--- src/rtl/uart_arb_pkg.sv ---
// Shared types and helpers for the UART TX arbiter: FSM state encoding
// and a constant-evaluable ceil(log2) used to size index ports.
package uart_arb_pkg;

  typedef enum logic [1:0] {
    IDLE  = 2'd0,
    ISSUE = 2'd1,
    GAP   = 2'd2
  } arb_state_e;

  // ceil(log2(value)); returns 0 for value <= 1.
  function automatic int clog2(input int value);
    int r;
    r = 0;
    for (int v = value - 1; v > 0; v = v >> 1) begin
      r = r + 1;
    end
    return r;
  endfunction

endpackage

--- src/rtl/uart_tx_arbiter_rr_pick.sv ---
// Combinational round-robin picker. The request vector is duplicated to
// double width, everything below ptr is masked off, and the lowest
// remaining set bit wins; folding both halves gives the wrapped grant.
module rr_pick
  import uart_arb_pkg::*;
#(
  parameter int N  = 4,
  parameter int PW = clog2(N)
) (
  input  logic [N-1:0]  req,
  input  logic [PW-1:0] ptr,
  output logic [N-1:0]  gnt_onehot,
  output logic [PW-1:0] gnt_idx,
  output logic          any
);

  logic [2*N-1:0] dbl;
  logic [2*N-1:0] mask;
  logic [2*N-1:0] masked;
  logic [2*N-1:0] lowest;

  // Mask requests below ptr, isolate the lowest survivor, fold to N bits.
  always_comb begin
    dbl        = {req, req};
    mask       = ~(((2*N)'(1) << ptr) - (2*N)'(1));
    masked     = dbl & mask;
    lowest     = masked & (~masked + (2*N)'(1));
    gnt_onehot = lowest[N-1:0] | lowest[2*N-1:N];
    any        = |req;
  end

  // Encode the one-hot grant into an index (zero when nothing is pending).
  always_comb begin
    gnt_idx = '0;
    for (int i = 0; i < N; i++) begin
      if (gnt_onehot[i]) begin
        gnt_idx = PW'(i);
      end
    end
  end

endmodule

--- src/rtl/uart_tx_arbiter.sv ---
// Round-robin arbiter sharing one UART TX FIFO between NUM_REQ requesters.
// Each requester has a one-entry holding register; the FSM issues one
// word as a single-cycle write pulse, then idles GAP_CYCLES cycles so the
// FIFO's registered prog_full flag has settled before the next decision.
module uart_tx_arbiter
  import uart_arb_pkg::*;
#(
  parameter int NUM_REQ    = 4,
  parameter int REG_WIDTH  = 32,
  parameter int GAP_CYCLES = 2,
  parameter int ID_W       = clog2(NUM_REQ)
) (
  input  logic                         clk,
  input  logic                         rst_n,
  input  logic [NUM_REQ-1:0]           req_valid,
  input  logic [NUM_REQ*REG_WIDTH-1:0] req_reg,
  output logic [NUM_REQ-1:0]           req_ready,
  input  logic                         tx_ready,
  output logic                         tx_valid,
  output logic [REG_WIDTH-1:0]         tx_reg,
  output logic [ID_W-1:0]              tx_id,
  output logic                         busy
);

  localparam logic [3:0] GAP_LAST = 4'((GAP_CYCLES == 0) ? 0 : GAP_CYCLES - 1);

  arb_state_e             state_q, state_d;
  logic [3:0]             gap_cnt_q, gap_cnt_d;
  logic [ID_W-1:0]        rr_ptr_q, rr_ptr_d;
  logic                   tx_valid_q, tx_valid_d;
  logic [REG_WIDTH-1:0]   tx_reg_q, tx_reg_d;
  logic [ID_W-1:0]        tx_id_q, tx_id_d;

  logic [REG_WIDTH-1:0]   hold_q [NUM_REQ];
  logic [NUM_REQ-1:0]     hold_valid_q, hold_valid_d;
  logic [NUM_REQ-1:0]     hold_load;
  logic [NUM_REQ-1:0]     hold_clr;

  logic [NUM_REQ-1:0]     pick_onehot;
  logic [ID_W-1:0]        pick_idx;
  logic                   pick_any;
  logic                   grant_en;

  rr_pick #(
    .N  (NUM_REQ),
    .PW (ID_W)
  ) u_rr_pick (
    .req        (hold_valid_q),
    .ptr        (rr_ptr_q),
    .gnt_onehot (pick_onehot),
    .gnt_idx    (pick_idx),
    .any        (pick_any)
  );

  // A slot loads only while empty and clears only when granted; a granted
  // slot is full, so load and clear never hit the same bit together.
  for (genvar gi = 0; gi < NUM_REQ; gi++) begin : g_hold
    assign hold_load[gi] = req_valid[gi] & ~hold_valid_q[gi];
    assign hold_clr[gi]  = grant_en & pick_onehot[gi];
  end

  // Next occupancy of the holding registers.
  always_comb begin
    hold_valid_d = (hold_valid_q | hold_load) & ~hold_clr;
  end

  // Holding registers: occupancy flags and captured words.
  always_ff @(posedge clk or negedge rst_n) begin
    if (!rst_n) begin
      hold_valid_q <= '0;
      for (int i = 0; i < NUM_REQ; i++) begin
        hold_q[i] <= '0;
      end
    end else begin
      hold_valid_q <= hold_valid_d;
      for (int i = 0; i < NUM_REQ; i++) begin
        if (hold_load[i]) begin
          hold_q[i] <= req_reg[i*REG_WIDTH +: REG_WIDTH];
        end
      end
    end
  end

  // FSM next state: grant in IDLE, one-cycle ISSUE, then a counted GAP.
  always_comb begin
    state_d   = state_q;
    gap_cnt_d = gap_cnt_q;
    rr_ptr_d  = rr_ptr_q;
    tx_reg_d  = tx_reg_q;
    tx_id_d   = tx_id_q;
    grant_en  = 1'b0;
    case (state_q)
      IDLE: begin
        if (tx_ready && pick_any) begin
          grant_en = 1'b1;
          tx_reg_d = hold_q[pick_idx];
          tx_id_d  = pick_idx;
          rr_ptr_d = (pick_idx == ID_W'(NUM_REQ - 1)) ? '0 : pick_idx + 1'b1;
          state_d  = ISSUE;
        end
      end
      ISSUE: begin
        // The grant is already committed; a late tx_ready drop is
        // absorbed by FIFO headroom, so the pulse is unconditional.
        gap_cnt_d = '0;
        state_d   = (GAP_CYCLES == 0) ? IDLE : GAP;
      end
      GAP: begin
        if (gap_cnt_q == GAP_LAST) begin
          gap_cnt_d = '0;
          state_d   = IDLE;
        end else begin
          gap_cnt_d = gap_cnt_q + 1'b1;
        end
      end
      default: begin
        state_d = IDLE;
      end
    endcase
    tx_valid_d = (state_d == ISSUE);
  end

  // FSM state and registered outputs.
  always_ff @(posedge clk or negedge rst_n) begin
    if (!rst_n) begin
      state_q    <= IDLE;
      gap_cnt_q  <= '0;
      rr_ptr_q   <= '0;
      tx_valid_q <= 1'b0;
      tx_reg_q   <= '0;
      tx_id_q    <= '0;
    end else begin
      state_q    <= state_d;
      gap_cnt_q  <= gap_cnt_d;
      rr_ptr_q   <= rr_ptr_d;
      tx_valid_q <= tx_valid_d;
      tx_reg_q   <= tx_reg_d;
      tx_id_q    <= tx_id_d;
    end
  end

  assign req_ready = ~hold_valid_q;
  assign busy      = (state_q != IDLE) || (|hold_valid_q);
  assign tx_valid  = tx_valid_q;
  assign tx_reg    = tx_reg_q;
  assign tx_id     = tx_id_q;

endmodule

--- config.mk ---
export PLATFORM = sky130hd
export DESIGN_NAME = uart_tx_arbiter
export DESIGN_NICKNAME = d
export VERILOG_FILES = /design/src/rtl/uart_arb_pkg.sv /design/src/rtl/uart_tx_arbiter_rr_pick.sv /design/src/rtl/uart_tx_arbiter.sv
export SDC_FILE = /design/constraint.sdc
export NUM_CORES = 1
export LEC_CHECK = 0
export BUFFER_PORTS_ARGS = -buffer_cell sky130_fd_sc_hd__buf_4
export CORE_MARGIN = 8
export CORE_UTILIZATION = 59
export DETAILED_ROUTE_END_ITERATION = 7
export PLACE_DENSITY = 0.86
export RECOVER_POWER = 50
export SYNTH_ARGS = -nofsm -noshare
export SYNTH_HDL_FRONTEND = slang
export SYNTH_SLANG_ARGS = --single-unit
--- constraint.sdc ---
create_clock -name clk -period 7.17 [get_ports clk]
set_input_delay 1.0755 -clock clk [delete_from_list [all_inputs] [get_ports clk]]
set_output_delay 1.0755 -clock clk [all_outputs]
set_load 0.02 [all_outputs]
# [Word-level counts from Yosys, hierarchy flattened]
# Index checks and enable logic that the tools add are counted.
[op_classes] n_addsub=4 mul=0 div=0 magnitude_cmp=1 eq_ne=5 shift=1 n_mux=14 bitwise_logic=22 reduce_logical=7
[ops] op="binary-select mux 32 bit (select 2 bit)" count=1
[ops] op="2-to-1 mux 32 bit" count=2
[ops] op="bitwise AND 8 bit" count=2
[ops] op="NOT 8 bit" count=2
[ops] op="2-to-1 mux 2 bit" count=5
[ops] op="adder 8 x 1 -> 8 bit, second input constant" count=1
[ops] op="bitwise AND 1 bit" count=8
[ops] op="NOT 4 bit" count=2
[ops] op="bitwise OR 4 bit" count=2
[ops] op="one-hot mux 4 bit (2 select lines)" count=1
[ops] op="<< shifter 1 x 2 -> 8 bit, first input constant" count=1
[ops] op="subtractor 8 x 2 -> 8 bit, second input constant" count=1
[ops] op="one-hot mux 2 bit (3 select lines)" count=1
[ops] op="adder 4 x 1 -> 4 bit, second input constant" count=1
[ops] op="bitwise AND 4 bit" count=1
[ops] op="== test 2 x 1 -> 1 bit, second input constant" count=2
[ops] op="== test 2 bit, second input constant" count=2
[ops] op="== test 4 x 1 -> 1 bit, second input constant" count=1
[ops] op="2-to-1 mux 4 bit" count=1
[ops] op="NOT 1 bit" count=4
[ops] op="nonzero test 2 bit" count=2
[ops] op="OR reduction 4 bit" count=1
[ops] op=">= comparator 3 bit, second input constant" count=1
[ops] op="2-to-1 mux 1 bit" count=3
[ops] op="6 further kinds" count=6
[word_totals] register_bits=175 latchBits=0 ramBits=0 mem_bits_ro=0 inputBits=135 out_inout_bits=40 word_cells=65 memories=0

# [Longest topological paths before layout]
# Gate-level depths: netlist (run 1).
[depth] depth_word=15 mapped_depth=10 depth_no_buf=7

# [By module]
# From an unflattened synthesis (run 1), not the netlist that was laid out.
[hier_totals] hier_cells=555 area_unflattened_um2=7598.5
[modules_own_cells] mod="uart_tx_arbiter" n_inst=1 cells_each=525 area_per_inst_um2=7393.3
[modules_own_cells] mod="rr_pick" n_inst=1 cells_each=30 area_per_inst_um2=205.2

# [Least setup slack after synthesis (run 1)]
# Ideal clock, no wire load.
[synth_path] path_type="register to register" startpoint="register rr_ptr_q[1]" endpoint="register tx_reg_q[11], in the netlist tx_reg[11]" t_arrival_ns=2.134 required_time_ns=7.038 setup_slack_ns=4.903 path_stages_with_launch=11 n_path_buf=3 path_cell_list="dfrtp_1 > buf_2 > or2_2 > ha_1 > and2_1 > o2bb2ai_2 > a31o_1 > buf_6 > buf_6 > o221ai_2 > o211ai_2"
[synth_via] elab_chain_len=15
[synth_lines] item="start, declared" line_no="uart_tx_arbiter.sv:29" text="logic [ID_W-1:0] rr_ptr_q, rr_ptr_d;"
[synth_lines] item="start signal, assigned" line_no="uart_tx_arbiter.sv:135" text="rr_ptr_q <= rr_ptr_d;"
[synth_lines] item="<< shifter 1 x 2 -> 8 bit *" line_no="uart_tx_arbiter_rr_pick.sv:25" text="mask = ~(((2*N)'(1) << ptr) - (2*N)'(1));"
[synth_lines] item="subtractor 8 x 2 -> 8 bit *" line_no="uart_tx_arbiter_rr_pick.sv:25"
[synth_lines] item="NOT 8 bit *" line_no="uart_tx_arbiter_rr_pick.sv:25"
[synth_lines] item="bitwise AND 8 bit *" line_no="uart_tx_arbiter_rr_pick.sv:26" text="masked = dbl & mask;"
[synth_lines] item="NOT 8 bit" line_no="uart_tx_arbiter_rr_pick.sv:27" text="lowest = masked & (~masked + (2*N)'(1));"
[synth_lines] item="adder 8 x 1 -> 8 bit" line_no="uart_tx_arbiter_rr_pick.sv:27"
[synth_lines] item="bitwise AND 8 bit *" line_no="uart_tx_arbiter_rr_pick.sv:27"
[synth_lines] item="bitwise OR 4 bit *" line_no="uart_tx_arbiter_rr_pick.sv:28" text="gnt_onehot = lowest[N-1:0] | lowest[2*N-1:N];"
[synth_lines] item="2-to-1 mux 1 bit" line_no="uart_tx_arbiter_rr_pick.sv:36" text="if (gnt_onehot[i]) begin"
[synth_lines] item="2-to-1 mux 2 bit" line_no="uart_tx_arbiter_rr_pick.sv:36"
[synth_lines] item="2-to-1 mux 2 bit *" line_no="uart_tx_arbiter_rr_pick.sv:36"
[synth_lines] item="NOT 2 -> 3 bit (not written as such) *" line_no="uart_tx_arbiter.sv:96" text="tx_reg_d = hold_q[pick_idx];"
[synth_lines] item="binary-select mux 32 bit (select 2 bit) *" line_no="uart_tx_arbiter.sv:96"
[synth_lines] item="2-to-1 mux 32 bit (not written as such) * (2 in a row)" line_no="uart_tx_arbiter.sv:96"
[synth_lines] item="end signal, assigned" line_no="uart_tx_arbiter.sv:137" text="tx_reg_q <= tx_reg_d;"
[synth_lines] item="end, declared" line_no="uart_tx_arbiter.sv:31" text="logic [REG_WIDTH-1:0] tx_reg_q, tx_reg_d;"
# Every way passes the cells marked *; elsewhere a longest branch is shown, timed or not. The select of a mux whose other input is x is not followed.
# A chain may end at the register's enable or synchronous reset.

# [Worst setup path after layout (run 1)]
[layout_path] startpoint="input req_valid[3]" endpoint="register hold_q[14] (netlist bit)"
[layout_via] elab_chain_len=1
[layout_lines] item="start, declared" line_no="uart_tx_arbiter.sv:15" text="input logic [NUM_REQ-1:0] req_valid,"
[layout_lines] item="bitwise AND 1 bit" line_no="uart_tx_arbiter.sv:58" text="assign hold_load[gi] = req_valid[gi] & ~hold_valid_q[gi];"
[layout_lines] item="end signal, assigned by index" line_no="uart_tx_arbiter.sv:78" text="hold_q[i] <= req_reg[i*REG_WIDTH +: REG_WIDTH];"
[layout_lines] item="end, declared" line_no="uart_tx_arbiter.sv:34" text="logic [REG_WIDTH-1:0] hold_q [NUM_REQ];"
# No other way between the ends.

==> flow_metrics.tcl, run 1 <==
set metrics [dict create \
    place_hpwl_um 14100 \
    yosys-top-cells-area "dfrtp_1 (56%), mux2_2 (17%), o221ai_2 (5.5%), o211ai_2 (3.2%), nor2b_1 (2.9%)" \
    synth-simple-area-share 0.0682 \
    synth-seq-cells 175 \
    largest_register_ffs 128 \
    num_rows 42 \
    syn_area_per_cell_sq_um 13.4 \
    setup-tns-final_ns 0 \
    violations "capacitance limit, slew limit" \
    synth_compound_area_frac 0.148 \
    max_slew.worst_pin.slew_ns 3.31 \
    async_reset_ff_frac 1.00 \
    cts_tree "done" \
    hold_violations 0 \
    path_cells "clkbuf_4 > nor2b_1 > mux2_2" \
    finalPower_uw 4750 \
    timing.critical_path.buf_inv 1 \
    via_per_inst 5.98 \
    synth-main-ff-cell "dfrtp_1" \
    cts_resized 0 \
    grt_pass1_wl_um 34000 \
    port_buffers 174 \
    cp_num_cells 3 \
    postCtsSetupBuffers 0 \
    start_kind "input pin" \
    vias 5575 \
    wl_met2_um 10800 \
    rsz0062_at_grt "false" \
    critical-path-top-delay-family "simple AND/OR/NAND/NOR gates" \
    finalWirelength_um 21200 \
    fillerInstances 883 \
    path_class "in -> reg" \
    synthDominantCellAreaShare 0.555 \
    numCtsBuffers 17 \
    first_iter_violations 421 \
    whs_path_depth 1 \
    clk_pin_slew_worst_paths_ns 0.06 \
    diodes 0 \
    hp-class "reg -> reg" \
    ir_drop_v 0.000351 \
    insertion_delay_ns 0.43 \
    min_period_over_period 0.535 \
    clock-skew-final_ns 0.0110 \
    postLayoutCellArea_sq_um 9720 \
    synthDistinctLibCells 44 \
    cp_max_fo 33 \
    cts.sinks 175 \
    setup_viol 0 \
    required_ns 7.48 \
    clk_path_buf_depth 2 \
    cp_slowest_cell "nor2b_1" \
    multi_input_area_sq_um 3260 \
    synth_xor_area_frac 0 \
    antenna_found_initial 1 \
    regArea_sq_um 4380 \
    ios 175 \
    fin_nets 884 \
    syn-num-nets 732 \
    p_leak_uw 0.00417 \
    dr.pass1.iters 5 \
    area_delta_synth_final_pct 23.2 \
    power_density_nw_per_um2 489 \
    clock.fmax_ghz 0.261 \
    core_sq_um 13100 \
    drc 0 \
    critPathMaxStageDelay_ns 2.44 \
    synth_adder_area_share 0.00951 \
    slew_violations 68 \
    drt-wirelength-per-cell_um 22.8 \
    status "complete, but fails checks" \
    grt_max_degree 105 \
    die_h_um 132 \
    place_area_sq_um 9250 \
    r2r_cells 2 \
    yosysSeqAreaShare 0.555 \
    synthMuxAreaShare 0.185 \
    ant_nets 0 \
    end_kind "flop" \
    drv_cap 2 \
    track_usage 0.248 \
    start_util 0.601 \
    worst_ep_arrival_time_ns 4.14 \
    netlist_instances 591 \
    grt_overflow_total 0 \
    synthMostInstantiatedCell "dfrtp_1" \
    layout-drive-gt1-share 0.466 \
    die_w_um 132 \
    cts_hold_buf 0 \
    ctsRootBufferMaster "clkbuf_16" \
    grt_pass1_vias 6296 \
    synth_common_cells "dfrtp_1 (175), mux2_2 (121), nand2_1 (39), nor2b_1 (36), o21ai_0 (34)" \
    top_layer_used "met5" \
    synth_top_family_by_area "multiplexers" \
    slew_headroom -1.21 \
    yosys.area.top_type "dfrtp_1" \
    die-area_sq_um 17300 \
    place_congestion 0.839 \
    ys_warn_count 0 \
    cts_max_level 4 \
    period_needed_ns 3.83 \
    met3_length_um 1410 \
    met1_length_um 8530 \
    syn-cell-area_sq_um 7890 \
    synth-edff-count 0 \
]
cell families (layout without fill, tap and decap cells):
| group | after synthesis | in the layout |
|---|---|---|
| AOI/OAI and AO/OA | 123 | 123 |
| adders and majority gates | 6 | 6 |
| and+or+nand+nor | 104 | 104 |
| muxes | 130 | 130 |
| DFF | 175 | 175 |
| buffers and inverters | 53 | 218 |
metrics by stage:
step / hold slack [ns] / utilization / setup WS, ns / std cells
after floorplan: 0.459 / - / 4.90 / 591
after global placement: 0.475 / 0.704 / 3.65 / 900
after detailed placement: 0.478 / 0.704 / 3.58 / 900
after CTS: 0.493 / 0.751 / 3.90 / 932
after global routing: 0.516 / 0.740 / 3.19 / 932
final: 0.492 / 0.740 / 3.34 / 932
placed cells by master, fill, tap and decap left out, types with 2 or more instances in the layout:
| master | instances |
|---|---|
| clkinv_4 | 2 |
| nand2_1 | 39 |
| ha_1 | 6 |
| o221ai_2 | 29 |
| o31a_1 | 2 |
| o22ai_1 | 2 |
| o21ai_0 | 34 |
| clkbuf_16 | 17 |
| clkinvlp_4 | 4 |
| clkbuf_1 | 35 |
| clkbuf_4 | 2 |
| nand3_1 | 3 |
| inv_1 | 8 |
| bufinv_16 | 3 |
| mux2_1 | 10 |
| nand4_1 | 2 |
| nand2b_1 | 4 |
| a21o_1 | 4 |
| o211ai_1 | 13 |
| nor2_1 | 10 |
| clkinv_2 | 3 |
| o31ai_1 | 2 |
| dfrtp_1 | 175 |
| nor2b_4 | 2 |
| mux2_2 | 119 |
| buf_4 | 140 |
| nor3_1 | 3 |
| o211ai_2 | 20 |
| o221ai_1 | 3 |
| or2_2 | 2 |
| nor2b_1 | 34 |
| clkbuf_8 | 2 |
| o21bai_1 | 2 |
| a21oi_1 | 4 |
layout make-up:
type                            count  share of cell area
Clock inverter                     13              0.0166
Multi-Input combinational cell    363               0.336
Sequential cell                   175               0.451
Timing Repair Buffer              178               0.124
Clock buffer                       19              0.0466
Tap cell                          176              0.0227
Inverter                            8             0.00309
worst paths after layout:
path,slack [ns],start,endpoint
hold / removal,0.49,hold_q[32],hold_q[32]
hold reg to reg,0.49,hold_q[32],hold_q[32]
max in group asynchronous,4.87,rst_n,hold_q[14]
setup / recovery,3.34,req_valid[3],hold_q[14]
setup reg to reg,3.57,hold_valid_q[3],hold_q[14]
min in group asynchronous,0.71,rst_n,gap_cnt_q[2]
power by group:
part,internal (uW),switching (uW)
clock network,567,391
logic,841,1100
registers,1490,367
total,2900,1850
metal layers:
layer | vias to the layer above | track usage
met4 | 2 | 0.0970
met5 | - | 0
met2 | 234 | 0.418
met3 | 42 | 0.0713
met1 | 2845 | 0.295
li1 | 2452 | -
Note: power is estimated with default switching activity, not from simulation.
==> run 2: changes to the inputs <==
--- a/config.mk
+++ b/config.mk
@@ -7,9 +7,9 @@
 export LEC_CHECK = 0
 export BUFFER_PORTS_ARGS = -buffer_cell sky130_fd_sc_hd__buf_4
 export CORE_MARGIN = 8
-export CORE_UTILIZATION = 59
+export CORE_UTILIZATION = 54
 export DETAILED_ROUTE_END_ITERATION = 7
-export PLACE_DENSITY = 0.86
+export PLACE_DENSITY = 0.8
 export RECOVER_POWER = 50
 export SYNTH_ARGS = -nofsm -noshare
 export SYNTH_HDL_FRONTEND = slang
==> constraint.sdc (replaced) <==
create_clock -name clk -period 3.58 [get_ports clk]
set_input_delay 0.537 -clock clk [delete_from_list [all_inputs] [get_ports clk]]
set_output_delay 0.537 -clock clk [all_outputs]
set_load 0.02 [all_outputs]
==> run 2 against run 1 <==
Effect of this change:
- critical endpoint is now tx_reg[24]
- clock power increased by 87%
- largest cell class unchanged
- first-iteration DRC count decreased by 27%
- the run still ends with capacitance limit, slew limit left
- die area increased by 8.1%
- setup slack got worse by 2.5 ns
- via count decreased by 2.6%
- total power increased by 99%
==> flow_metrics.tcl, run 2 (synthesized netlist as in run 1, its figures left out) <==
set metrics [dict create \
    clk_pin_slew_worst_paths_ns 0.06 \
    finalPower_uw 9440 \
    grt_max_degree 108 \
    cts_resized 0 \
    slew_headroom -0.754 \
    num_rows 44 \
    hold_violations 0 \
    port_buffers 174 \
    status "complete, but fails checks" \
    clk_path_buf_depth 2 \
    ir_drop_v 0.000606 \
    hold_end "hold_q[32]" \
    ctsRootBufferMaster "clkbuf_16" \
    grt_overflow_total 0 \
    max_slew.worst_pin.slew_ns 2.63 \
    hp-class "in -> reg" \
    cts_tree "done" \
    rsz0062_at_grt "false" \
    die_w_um 137 \
    place_area_sq_um 9320 \
    ant_nets 0 \
    clock-skew-final_ns 0.0111 \
    drv_cap 1 \
    fin_util 0.680 \
    ios 175 \
    postCtsSetupBuffers 0 \
    dr.pass1.iters 7 \
    vias 5432 \
    final_cell_mix "dfrtp_1 (175), buf_4 (160), mux2_2 (121)" \
    slew_violations 107 \
    layout_commonest_cell "dfrtp_1" \
    place_hpwl_um 14000 \
    first_iter_violations 308 \
    critPathMaxStageDelay_ns 0.66 \
    die-area_sq_um 18700 \
    whs_path_depth 2 \
    layout-drive-gt1-share 0.489 \
    clock.fmax_ghz 0.364 \
    violations "capacitance limit, slew limit" \
    drc 0 \
    via_per_inst 5.76 \
    antenna_found_initial 0 \
    grt_pass1_vias 5975 \
    track_usage 0.225 \
    fin_nets 887 \
    r2r_cells 7 \
    diodes 0 \
    core_sq_um 14400 \
    setup-tns-final_ns 0 \
    p_leak_uw 0.00426 \
    min_period_over_period 0.768 \
    end_kind "flop" \
    drt-wirelength-per-cell_um 21.6 \
    place_congestion 0.820 \
    cts_max_level 4 \
    power_density_nw_per_um2 962 \
    cp_slowest_cell "a31o_4" \
    area_delta_synth_final_pct 24.4 \
    path_class "reg -> reg" \
    cts_hold_buf 0 \
    min_from "req_reg[64]" \
    required_ns 3.85 \
    die_h_um 137 \
    cts.sinks 175 \
    start_util 0.547 \
    finalWirelength_um 20300 \
    numCtsBuffers 17 \
    fillerInstances 1052 \
    largest_register_ffs 128 \
    worst_hold_slack_ns 0.335 \
    cp_max_fo 65 \
    rr_endpoint "tx_reg[24]" \
    period_needed_ns 2.75 \
    insertion_delay_ns 0.42 \
    r2r-start "rr_ptr_q[0]" \
    setup_viol 0 \
    postLayoutCellArea_sq_um 9810 \
    start_kind "flop" \
    reg2reg_slack_ns 0.83 \
    path_cells "or2_2 > ha_1 > and2_1 > o2bb2ai_4 > a31o_4 > nor2b_1 > o211ai_1" \
    grt_pass1_wl_um 32100 \
    worst_ep_arrival_time_ns 3.02 \
]
[run 2: layout make-up]
type | count | area, sq um | area share
Clock buffer | 24 | 462 | 0.0471
Clock inverter | 8 | 104 | 0.0106
Inverter | 8 | 30.0 | 0.00306
Multi-Input combinational cell | 363 | 3290 | 0.336
Sequential cell | 175 | 4380 | 0.446
Tap cell | 184 | 230 | 0.0235
Timing Repair Buffer | 181 | 1320 | 0.134
[run 2: worst max path at each step]
stage	endpoint	slack (ns)	cells past startpoint	from
detailed placement	tx_reg[17]	0.87	7	rr_ptr_q[0]
global placement	tx_reg[9]	1.03	7	rr_ptr_q[0]
finish	tx_reg[24]	0.83	7	rr_ptr_q[0]
CTS	tx_reg[24]	0.84	7	rr_ptr_q[0]
global route	hold_q[90]	0.48	2	rst_n
floorplan	tx_reg[11]	1.31	10	rr_ptr_q[1]
[run 2: report_power, final]
group          switching, uW  internal (uW)  total [uW]
Clock                    737           1050        1790
Combinational           2150           1790        3940
Sequential               725           2990        3710
[run 2: worst max-delay path: cells and delay by family (launching register included)]
family                     cells  cell delay, ns
adders and majority gates      1            0.33
DFF                            1            0.49
AOI/OAI and AO/OA              3            0.92
and+or+nand+nor                3            0.84
[run 2: per-stage QoR]
stage / std cells / setup WS [ns]
after floorplan: 591 / 1.31
after global placement: 911 / 1.03
after detailed placement: 911 / 0.865
after CTS: 943 / 0.840
after global routing: 943 / 0.484
final: 943 / 0.830
[run 2: metal layers]
metal	wire, um	vias up	global-route usage
li1	-	2454	-
met1	8250	2731	0.270
met2	10100	204	0.372
met3	1440	43	0.0712
met4	503	0	0.0893
met5	0	-	0
